[src/rtl/id_ex_operand_stage.sv]
// ID/EX operand stage: one-entry valid/ready buffer that delivers op1/op2/operand to the main ALU.
// FORWARD_EN selects EX/MEM + MEM/WB forwarding with stall refresh; otherwise RAW hazards hold off in_ready.
module id_ex_operand_stage #(
    parameter int unsigned XLEN   = 64,
    parameter int unsigned RIDX_W = 5
) (
    input  logic              clk,
    input  logic              rst,
    input  logic              in_valid,
    output logic              in_ready,
    input  logic [XLEN-1:0]   in_pc,
    input  logic [RIDX_W-1:0] in_rs1_idx,
    input  logic [RIDX_W-1:0] in_rs2_idx,
    input  logic [XLEN-1:0]   in_rs1_data,
    input  logic [XLEN-1:0]   in_rs2_data,
    input  logic [XLEN-1:0]   in_imm,
    input  logic              in_use_pc,
    input  logic              in_use_imm,
    input  logic [2:0]        in_aluop,
    input  logic [RIDX_W-1:0] in_rd_idx,
    input  logic              in_rd_we,
    input  logic              flush,
    input  logic [RIDX_W-1:0] exmem_rd_idx,
    input  logic [RIDX_W-1:0] memwb_rd_idx,
    input  logic              exmem_rd_we,
    input  logic              memwb_rd_we,
    input  logic [XLEN-1:0]   exmem_result,
    input  logic [XLEN-1:0]   memwb_result,
    output logic              out_valid,
    input  logic              out_ready,
    output logic [XLEN-1:0]   op1,
    output logic [XLEN-1:0]   op2,
    output logic [2:0]        operand,
    output logic [XLEN-1:0]   out_store_data,
    output logic [XLEN-1:0]   out_pc,
    output logic [RIDX_W-1:0] out_rd_idx,
    output logic              out_rd_we
);

    logic              r_valid;
    logic [XLEN-1:0]   r_pc;
    logic [RIDX_W-1:0] r_rs1_idx;
    logic [RIDX_W-1:0] r_rs2_idx;
    logic [XLEN-1:0]   r_rs1_data;
    logic [XLEN-1:0]   r_rs2_data;
    logic [XLEN-1:0]   r_imm;
    logic              r_use_pc;
    logic              r_use_imm;
    logic [2:0]        r_aluop;
    logic [RIDX_W-1:0] r_rd_idx;
    logic              r_rd_we;

    logic              w_in1_ex;
    logic              w_in1_mw;
    logic              w_in2_ex;
    logic              w_in2_mw;
    logic              w_hazard;
    logic              w_load;
    logic              w_hold;
    logic [XLEN-1:0]   w_cap_rs1;
    logic [XLEN-1:0]   w_cap_rs2;
    logic [XLEN-1:0]   w_rs1_fwd;
    logic [XLEN-1:0]   w_rs2_fwd;

    function automatic logic f_match(input logic [RIDX_W-1:0] src,
                                     input logic [RIDX_W-1:0] dst,
                                     input logic              we);
        return (src != '0) && we && (dst == src);
    endfunction

    assign w_in1_ex = f_match(in_rs1_idx, exmem_rd_idx, exmem_rd_we);
    assign w_in1_mw = f_match(in_rs1_idx, memwb_rd_idx, memwb_rd_we);
    assign w_in2_ex = f_match(in_rs2_idx, exmem_rd_idx, exmem_rd_we);
    assign w_in2_mw = f_match(in_rs2_idx, memwb_rd_idx, memwb_rd_we);

`ifdef FORWARD_EN
    logic w_h1_ex;
    logic w_h1_mw;
    logic w_h2_ex;
    logic w_h2_mw;

    assign w_h1_ex = f_match(r_rs1_idx, exmem_rd_idx, exmem_rd_we);
    assign w_h1_mw = f_match(r_rs1_idx, memwb_rd_idx, memwb_rd_we);
    assign w_h2_ex = f_match(r_rs2_idx, exmem_rd_idx, exmem_rd_we);
    assign w_h2_mw = f_match(r_rs2_idx, memwb_rd_idx, memwb_rd_we);

    // Same EX/MEM > MEM/WB > regfile priority at capture and on the held copy.
    always_comb begin
        w_cap_rs1 = in_rs1_data;
        if (in_rs1_idx == '0)  w_cap_rs1 = '0;
        else if (w_in1_ex)     w_cap_rs1 = exmem_result;
        else if (w_in1_mw)     w_cap_rs1 = memwb_result;

        w_cap_rs2 = in_rs2_data;
        if (in_rs2_idx == '0)  w_cap_rs2 = '0;
        else if (w_in2_ex)     w_cap_rs2 = exmem_result;
        else if (w_in2_mw)     w_cap_rs2 = memwb_result;

        w_rs1_fwd = r_rs1_data;
        if (w_h1_ex)           w_rs1_fwd = exmem_result;
        else if (w_h1_mw)      w_rs1_fwd = memwb_result;

        w_rs2_fwd = r_rs2_data;
        if (w_h2_ex)           w_rs2_fwd = exmem_result;
        else if (w_h2_mw)      w_rs2_fwd = memwb_result;
    end

    assign w_hazard = 1'b0;
`else
    logic w_unused_nofwd;

    always_comb begin
        w_cap_rs1 = (in_rs1_idx == '0) ? '0 : in_rs1_data;
        w_cap_rs2 = (in_rs2_idx == '0) ? '0 : in_rs2_data;
        w_rs1_fwd = r_rs1_data;
        w_rs2_fwd = r_rs2_data;
    end

    // rs2 always feeds store data, so it counts as used even when op2 takes the immediate.
    assign w_hazard = (!in_use_pc && (w_in1_ex || w_in1_mw)) || w_in2_ex || w_in2_mw;

    assign w_unused_nofwd = ^{exmem_result, memwb_result, r_rs1_idx, r_rs2_idx};
`endif

    assign in_ready = (!r_valid || out_ready) && !w_hazard;
    assign w_load   = in_valid && in_ready && !flush;
    assign w_hold   = r_valid && !out_ready && !flush;

    always_ff @(posedge clk or posedge rst) begin
        if (rst) begin
            r_valid    <= 1'b0;
            r_pc       <= '0;
            r_rs1_idx  <= '0;
            r_rs2_idx  <= '0;
            r_rs1_data <= '0;
            r_rs2_data <= '0;
            r_imm      <= '0;
            r_use_pc   <= 1'b0;
            r_use_imm  <= 1'b0;
            r_aluop    <= '0;
            r_rd_idx   <= '0;
            r_rd_we    <= 1'b0;
        end else if (flush) begin
            r_valid    <= 1'b0;
            r_rd_we    <= 1'b0;
        end else if (w_load) begin
            r_valid    <= 1'b1;
            r_pc       <= in_pc;
            r_rs1_idx  <= in_rs1_idx;
            r_rs2_idx  <= in_rs2_idx;
            r_rs1_data <= w_cap_rs1;
            r_rs2_data <= w_cap_rs2;
            r_imm      <= in_imm;
            r_use_pc   <= in_use_pc;
            r_use_imm  <= in_use_imm;
            r_aluop    <= in_aluop;
            r_rd_idx   <= in_rd_idx;
            r_rd_we    <= in_rd_we;
        end else if (r_valid && out_ready) begin
            r_valid    <= 1'b0;
        end else if (w_hold) begin
            // Latch whatever is being forwarded so a value retiring past MEM/WB survives the stall.
            r_rs1_data <= w_rs1_fwd;
            r_rs2_data <= w_rs2_fwd;
        end
    end

    assign out_valid      = r_valid;
    assign op1            = r_use_pc  ? r_pc  : w_rs1_fwd;
    assign op2            = r_use_imm ? r_imm : w_rs2_fwd;
    assign operand        = r_aluop;
    assign out_store_data = w_rs2_fwd;
    assign out_pc         = r_pc;
    assign out_rd_idx     = r_rd_idx;
    assign out_rd_we      = r_rd_we;

endmodule
[config.mk]
export PLATFORM = sky130hd
export DESIGN_NAME = id_ex_operand_stage
export DESIGN_NICKNAME = d
export VERILOG_FILES = /design/src/rtl/id_ex_operand_stage.sv
export SDC_FILE = /design/constraint.sdc
export NUM_CORES = 1
export LEC_CHECK = 0
export ABC_AREA = 1
export CAP_MARGIN = 40
export CORE_AREA = 2 2 265 267
export CTS_CLUSTER_DIAMETER = 200
export CTS_CLUSTER_SIZE = 10
export DETAILED_ROUTE_END_ITERATION = 10
export DIE_AREA = 0 0 267 269
export GPL_TIMING_DRIVEN = 0
export PLACE_DENSITY = 0.59
export SETUP_SLACK_MARGIN = 0.2
export SLEW_MARGIN = 40
export SYNTH_ARGS = -nofsm -noshare
export SYNTH_HDL_FRONTEND = slang
export SYNTH_SLANG_ARGS = --single-unit
[constraint.sdc]
create_clock -name clk -period 9 [get_ports clk]
set_input_delay 1.35 -clock clk [delete_from_list [all_inputs] [get_ports clk]]
set_output_delay 1.35 -clock clk [all_outputs]
set_load 0.1 [all_outputs]
==> metrics.md, run 1 <==
| Metric | Value |
|---|---|
| Antenna violations before repair | `8` |
| Die Area | `slightly above 0.07 mm^2` |
| Num rows | `97` |
| DP Wirelength | `between 50000 and 60000 um` |
| Starting DRC count in detailed routing | `roughly 900` |
| Crit path DAT | `3670 ps` |
| CTS buffer count | `30` |
| #FFs+latches synth | `268` |
| First-pass GRT wire length | `97500 um` |
| Post-route DRC | `0` |
| CTS clock-pin slew for the worst setup and hold paths | `60 ps` |
| Hold_ws | `476 ps` |
| Critical path class | `primary input to output port` |
| Crit path max fanout | `10` |
| CTS Buffer Depth | `3` |
| Final setup fails | `0` |
| Fin. Hold Viols | `0` |
| FMAX | `0.199 GHz` |
| Peak supply drop | `0.188 mV` |
| Hold Buf Count CTS | `0` |
| Final worst path period share | `0.558` |
| Total core area | `0.0693 mm^2` |
| WL final | `68800 um` |
| Clk root buf | `clkbuf_16` |
| Yosys top cell area share | `0.478` |
| Top post-synthesis cells by area | `dfrtp_1, nand2_1, nand4_1, mux2_2, inv_1` |
| Vias in the first global route | `14.0k` |
| Most frequent cells in the layout | `nand2_1, buf_2, clkdlybuf4s50_1` |
| TritonCTS clock tree | `built` |
| Syn Nets | `~2.1k` |
| Layout Skew | `15.9 ps` |
| CP cell instances | `clkdlybuf4s50_1, nor2_1, nand2_1, nor2_2, nor2_1, nand3_1, nand3_1, nor2_4, buf_2, buf_2` |
| Clk_lat worst skew | `about 600 ps` |
| Worst slew pin tran | `853 ps` |
| Wire per inst | `21.1 um` |
| Status | `finished clean` |
| GRT Total Usage | `0.183` |
| PD cells | `290 mW/mm^2` |
| I/O pin cnt | `slightly below 700` |
| Port Buf Inserts | `559` |
| Crit start category | `primary input` |
| Gr ovfl total | `0` |
| CP max stage delay | `510 ps` |
| Crit. End Element | `output port` |
| Critical Path RT | `~7700 ps` |
| Static leakage | `10.8 nW` |
| Register area share after synthesis | `0.478` |
| Initial core utilization | `0.202` |
| Syn avg cell area | `8.18 um^2` |
| Fill cell count | `7454` |
| Yosys warning count | `0` |
| Final Max Tran Viols | `0` |
| Worst slew margin | `0.432` |
| Cts repair resizes | `0` |
| Post-route ant nets | `0` |
| Syn Inst Count | `1714` |
| Placed cell areas | `0.0196 mm^2` |
| Die height | `269 um` |
| RD Place Congestion | `0.866` |
| H-tree depth | `1` |
| Synthesized area | `about 0.014 mm^2` |
| Post-CTS setup buffer count | `0` |
| Slowest CP cell | `clkdlybuf4s50_1` |
| Cell variety after synth | `21` |
| Min-Delay Path Class | `flip-flop to flip-flop` |
| Drt via density | `approximately 4.4` |
| Final cell area excluding filler cells | `~0.020 mm^2` |
| RSZ-0062 raised after global routing | `false` |
| Die X | `267 um` |
| Total number of vias | `14.5k` |
| Layout cells sized above 1 | `0.219` |
| Largest net degree at the start of global routing | `72` |
| Area delta synth->final | `45.6%` |
| Final min period | `5020 ps` |
| Max-Cap Viols | `0` |
| Drt first pass iters | `4` |
| Fin nets | `2732` |
| Yosys top cell by area | `dfrtp_1` |
| CTS Sinks | `268` |
| Commonest non-fill, non-tap cell in the layout | `nand2_1` |
-- synth_stat cells, drive strengths merged --
library cell / number
nand3: 9
nor3: 1
dfrtp: 268
inv: 154
o21ai: 2
nand2: 720
clkbuf: 88
a21oi: 1
xnor2: 1
nor2: 17
mux2: 128
a21boi: 1
nand4: 268
buf: 56
-- critical path: cells and delay by family --
kind          cells  cell delay (ps)
buf+inv           3             1300
simple gates      7             1010
-- cells by family after synthesis --
kind of cell,Yosys count,synth area share
AO/OA/AOI/OAI,4,0.00161
buffers and inverters,298,0.0950
XOR/XNOR,1,0.000625
multiplexers,128,0.103
AND/OR/NAND/NOR,1015,0.322
flip-flops,268,0.478
-- path summary, 6_finish.rpt --
check | cells past startpoint | from | slack, ps | end
min | 2 | r_rs1_data[63]$_DFFE_PP0P_ | 480 | r_rs1_data[63]$_DFFE_PP0P_
max reg2reg | 7 | out_valid$_DFFE_PP0P_ | 7020 | r_use_imm$_DFFE_PP0P_
min reg2reg | 2 | r_rs1_data[63]$_DFFE_PP0P_ | 480 | r_rs1_data[63]$_DFFE_PP0P_
max | 10 | in_rs2_idx[0] | 3980 | in_ready
max in group asynchronous | 4 | rst | 6820 | out_pc[50]$_DFFE_PP0P_
min in group asynchronous | 2 | rst | 1140 | r_imm[21]$_DFFE_PP0P_
-- cell type report --
type,instances,area (um^2),share of cell area
antenna,6,15.0,0.000736
clock inverter,1,16.3,0.000797
buffer,144,768,0.0376
inverter,154,586,0.0287
tap,940,1180,0.0576
timing repair buffer,564,4400,0.215
sequential,268,6710,0.329
clock buffer,31,764,0.0375
multi-input combinational,1148,5980,0.293
-- per-stage QoR --
step / utilization / power [W] / std cells / setup TNS (ps) / worst slack (ps)
after floorplan: - / 0.00410 / 1714 / 0 / 268
after global placement: 0.300 / 0.00507 / 3213 / -1091460 / -4130
after detailed placement: 0.283 / 0.00482 / 3218 / 0 / 3980
after CTS: 0.294 / 0.00595 / 3250 / 0 / 3960
after global routing: 0.294 / 0.00612 / 3252 / 0 / 3840
final: 0.295 / 0.00591 / 3256 / 0 / 3980
-- registers in the layout, indices dropped and copies added (netlist names) --
| signal | flops |
|---|---|
| r_rs1_data | 64 |
| r_use_pc | 1 |
| out_valid | 1 |
| operand | 3 |
| r_imm | 64 |
| out_rd_we | 1 |
| out_store_data | 64 |
| out_rd_idx | 5 |
| out_pc | 64 |
| r_use_imm | 1 |
-- where the power goes --
part / switching [W] / internal [W] / total [W]
clock: 0.000517 / 0.000591 / 0.00111
combinational: 0.00259 / 0.000593 / 0.00319
sequential: 0.000193 / 0.00142 / 0.00162
total: 0.00330 / 0.00261 / 0.00591
-- layer usage --
layer	track usage	up-vias	part of all wire
li1	-	6799	-
met1	0.250	6979	0.43
met2	0.295	587	0.46
met3	0.0375	93	0.080
met4	0.0475	2	0.023
met5	0	-	0.00019
No activity file was read; power rests on OpenSTA's default activity.
==> run 2: changes to the inputs <==
clock period = 4.2 ns   (was 9 ns; I/O delays follow)
==> metrics.md, run 2 (synthesis gave the netlist of run 1 again) <==
| Metric | Value |
|---|---|
| Drt first pass iters | `5 (+1)` |
| Port Buf Inserts | `559 (unchanged)` |
| Status | `finished clean` |
| Final Max Tran Viols | `0 (unchanged)` |
| Critical path class | `flip-flop to output port` |
| Cts repair resizes | `0 (unchanged)` |
| Die height | `269 um (unchanged)` |
| TritonCTS clock tree | `built` |
| Fin. Hold Viols | `0 (unchanged)` |
| Area delta synth->final | `46.9%` |
| Max-Cap Viols | `0 (unchanged)` |
| GRT Total Usage | `0.185 (+0.00131)` |
| Crit path DAT | `3040 ps (-630 ps)` |
| Crit start category | `flip-flop` |
| Layout Skew | `31.6 ps (+15.7 ps)` |
| Register share of total power | `0.272 (about the same)` |
| Num rows | `97 (unchanged)` |
| CTS clock-pin slew for the worst setup and hold paths | `70 ps (about the same)` |
| CTS buffer count | `30 (unchanged)` |
| Final worst path period share | `0.875` |
| Final min period | `3670 ps` |
| Peak supply drop | `0.359 mV (+91%)` |
| First-pass GRT wire length | `98100 um (+0.67%)` |
| Clk root buf | `clkbuf_16` |
| Post-route DRC | `0 (unchanged)` |
| Layout Utilization | `0.297 (+0.00265)` |
| CTS Buffer Depth | `3 (unchanged)` |
| Gr ovfl total | `0 (unchanged)` |
| Worst setup margin | `527 ps (-3450 ps)` |
| Die Area | `0.0718 mm^2 (unchanged)` |
| Comb power frac | `0.541 (+0.002)` |
| Die X | `267 um (unchanged)` |
| Net Sw Power | `0.00708 W (+110%)` |
| Most frequent cells in the layout | `nand2_1, buf_2, clkdlybuf4s50_1` |
| Static leakage | `10.9 nW (+0.73%)` |
| Crit. End Element | `output port` |
| Fin nets | `2741 (+0.33%)` |
| Pre-CTS WS | `617 ps (-3360 ps)` |
| Min-Delay Path Class | `primary input to asynchronous set/reset pin` |
| Switching part of the total | `0.558 (-0.000756)` |
| Slowest CP cell | `clkbuf_1` |
| Largest net degree at the start of global routing | `24 (-67%)` |
| CP cell instances | `clkbuf_1, clkbuf_1, mux2_2, buf_2` |
| Total number of vias | `14.4k (-0.41%)` |
| Placed cell areas | `0.0198 mm^2 (+0.98%)` |
| Total core area | `0.0693 mm^2 (unchanged)` |
| Layout cells sized above 1 | `0.221 (+0.00217)` |
| Wire per inst | `21.0 um (-0.48%)` |
| Hold Buf Count CTS | `0 (unchanged)` |
| Setup TNS | `0 ps (unchanged)` |
| Vias in the first global route | `14.4k (+2.8%)` |
| Post-route ant nets | `0 (unchanged)` |
| Worst slew pin tran | `829 ps (-23.4 ps)` |
| Crit path max fanout | `10 (unchanged)` |
| Internal power | `0.00561 W (+120%)` |
| Post-CTS setup buffer count | `0 (unchanged)` |
| Worst slew margin | `0.447 (+0.0156)` |
| WL final | `68700 um (-0.27%)` |
| Clock network power share | `0.188 (about the same)` |
| Critical Path RT | `3570 ps (-4080 ps)` |
| RD Place Congestion | `0.891 (+2.9%)` |
| Starting DRC count in detailed routing | `944 (+7.5%)` |
| CP most frequent cell | `clkbuf_1` |
| CP max stage delay | `680 ps (+170 ps)` |
| RSZ-0062 raised after global routing | `false` |
| I/O pin cnt | `689 (unchanged)` |
| PD cells | `616 mW/mm^2 (+110%)` |
| Final cell area excluding filler cells | `0.0206 mm^2 (+0.90%)` |
| FMAX | `roughly 0.27 GHz` |
| Clk_lat worst skew | `600 ps (about the same)` |
| Final setup fails | `0 (unchanged)` |
| Antenna violations before repair | `4 (-4)` |
| H-tree depth | `1 (unchanged)` |
| Initial core utilization | `0.202 (unchanged)` |
| Commonest non-fill, non-tap cell in the layout | `nand2_1` |
| DP Wirelength | `53700 um (+0.82%)` |
| Drt via density | `4.41 (-0.63%)` |
| CTS Sinks | `268 (unchanged)` |
## run 2: cell count changes in the layout (fill, tap and decap cells not counted), sizes merged
cell | before | now
clkinvlp | 0 | 1
buf | 328 | 337
diode | 6 | 4
inv | 154 | 153
## run 2: per-layer routing
| layer | vias to the layer above | share of wire | GRT usage |
|---|---|---|---|
| li1 | 6816 | - | - |
| met1 | 6939 | 0.45 | 0.252 |
| met2 | 572 | 0.46 | 0.299 |
| met3 | 73 | 0.072 | 0.0374 |
| met4 | 0 | 0.021 | 0.0459 |
| met5 | - | 0 | 0 |
## run 2: path summary, 6_finish.rpt
path | cells past startpoint | slack [ps] | from | endpoint
setup / recovery | 4 | 530 | r_use_pc$_DFFE_PP0P_ | op1[60]
hold / removal | 2 | 340 | rst | out_store_data[20]$_DFFE_PP0P_
min in group clk | 2 | 480 | operand[2]$_DFFE_PP0P_ | operand[2]$_DFFE_PP0P_
setup reg to reg | 7 | 2130 | out_valid$_DFFE_PP0P_ | out_rd_we$_DFFE_PP0P_
max in group asynchronous | 10 | 2200 | rst | r_rs1_data[55]$_DFFE_PP0P_
hold reg to reg | 2 | 480 | operand[2]$_DFFE_PP0P_ | operand[2]$_DFFE_PP0P_
## run 2: worst max-delay path: cells and delay by family, from the launching register on
| family | cells | cell delay [ps] |
|---|---|---|
| muxes | 1 | 290 |
| DFF | 1 | 370 |
| buffers and inverters | 3 | 1760 |
## run 2: stage by stage
step | cells | total power, W | hold slack (ps)
after floorplan | 1714 | 0.00878 | 444
after global placement | 3213 | 0.0109 | 456
after detailed placement | 3227 | 0.0104 | 460
after CTS | 3259 | 0.0128 | 310
after global routing | 3260 | 0.0132 | 342
final | 3263 | 0.0127 | 340
## run 2: final cells by class
cell class / count / area, um^2
Antenna cell: 4 / 10.0
Buffer: 144 / 766
Clock buffer: 31 / 764
Clock inverter: 1 / 16.3
Fill cell: 7497 / 48700
Inverter: 154 / 582
Multi-Input combinational cell: 1148 / 5980
Sequential cell: 268 / 6710
Tap cell: 940 / 1180
Timing Repair Buffer: 573 / 4590
## run 2: power groups by stage
stage / Combinational [W] / Clock, W / Sequential (W)
3_3_place_gp: 0.00739 / 0 / 0.00349
5_1_grt: 0.00713 / 0.00252 / 0.00350
6_report: 0.00686 / 0.00238 / 0.00345
3_5_place_dp: 0.00688 / 0 / 0.00348
4_1_cts: 0.00690 / 0.00244 / 0.00344
2_1_floorplan: 0.00370 / 0 / 0.00508
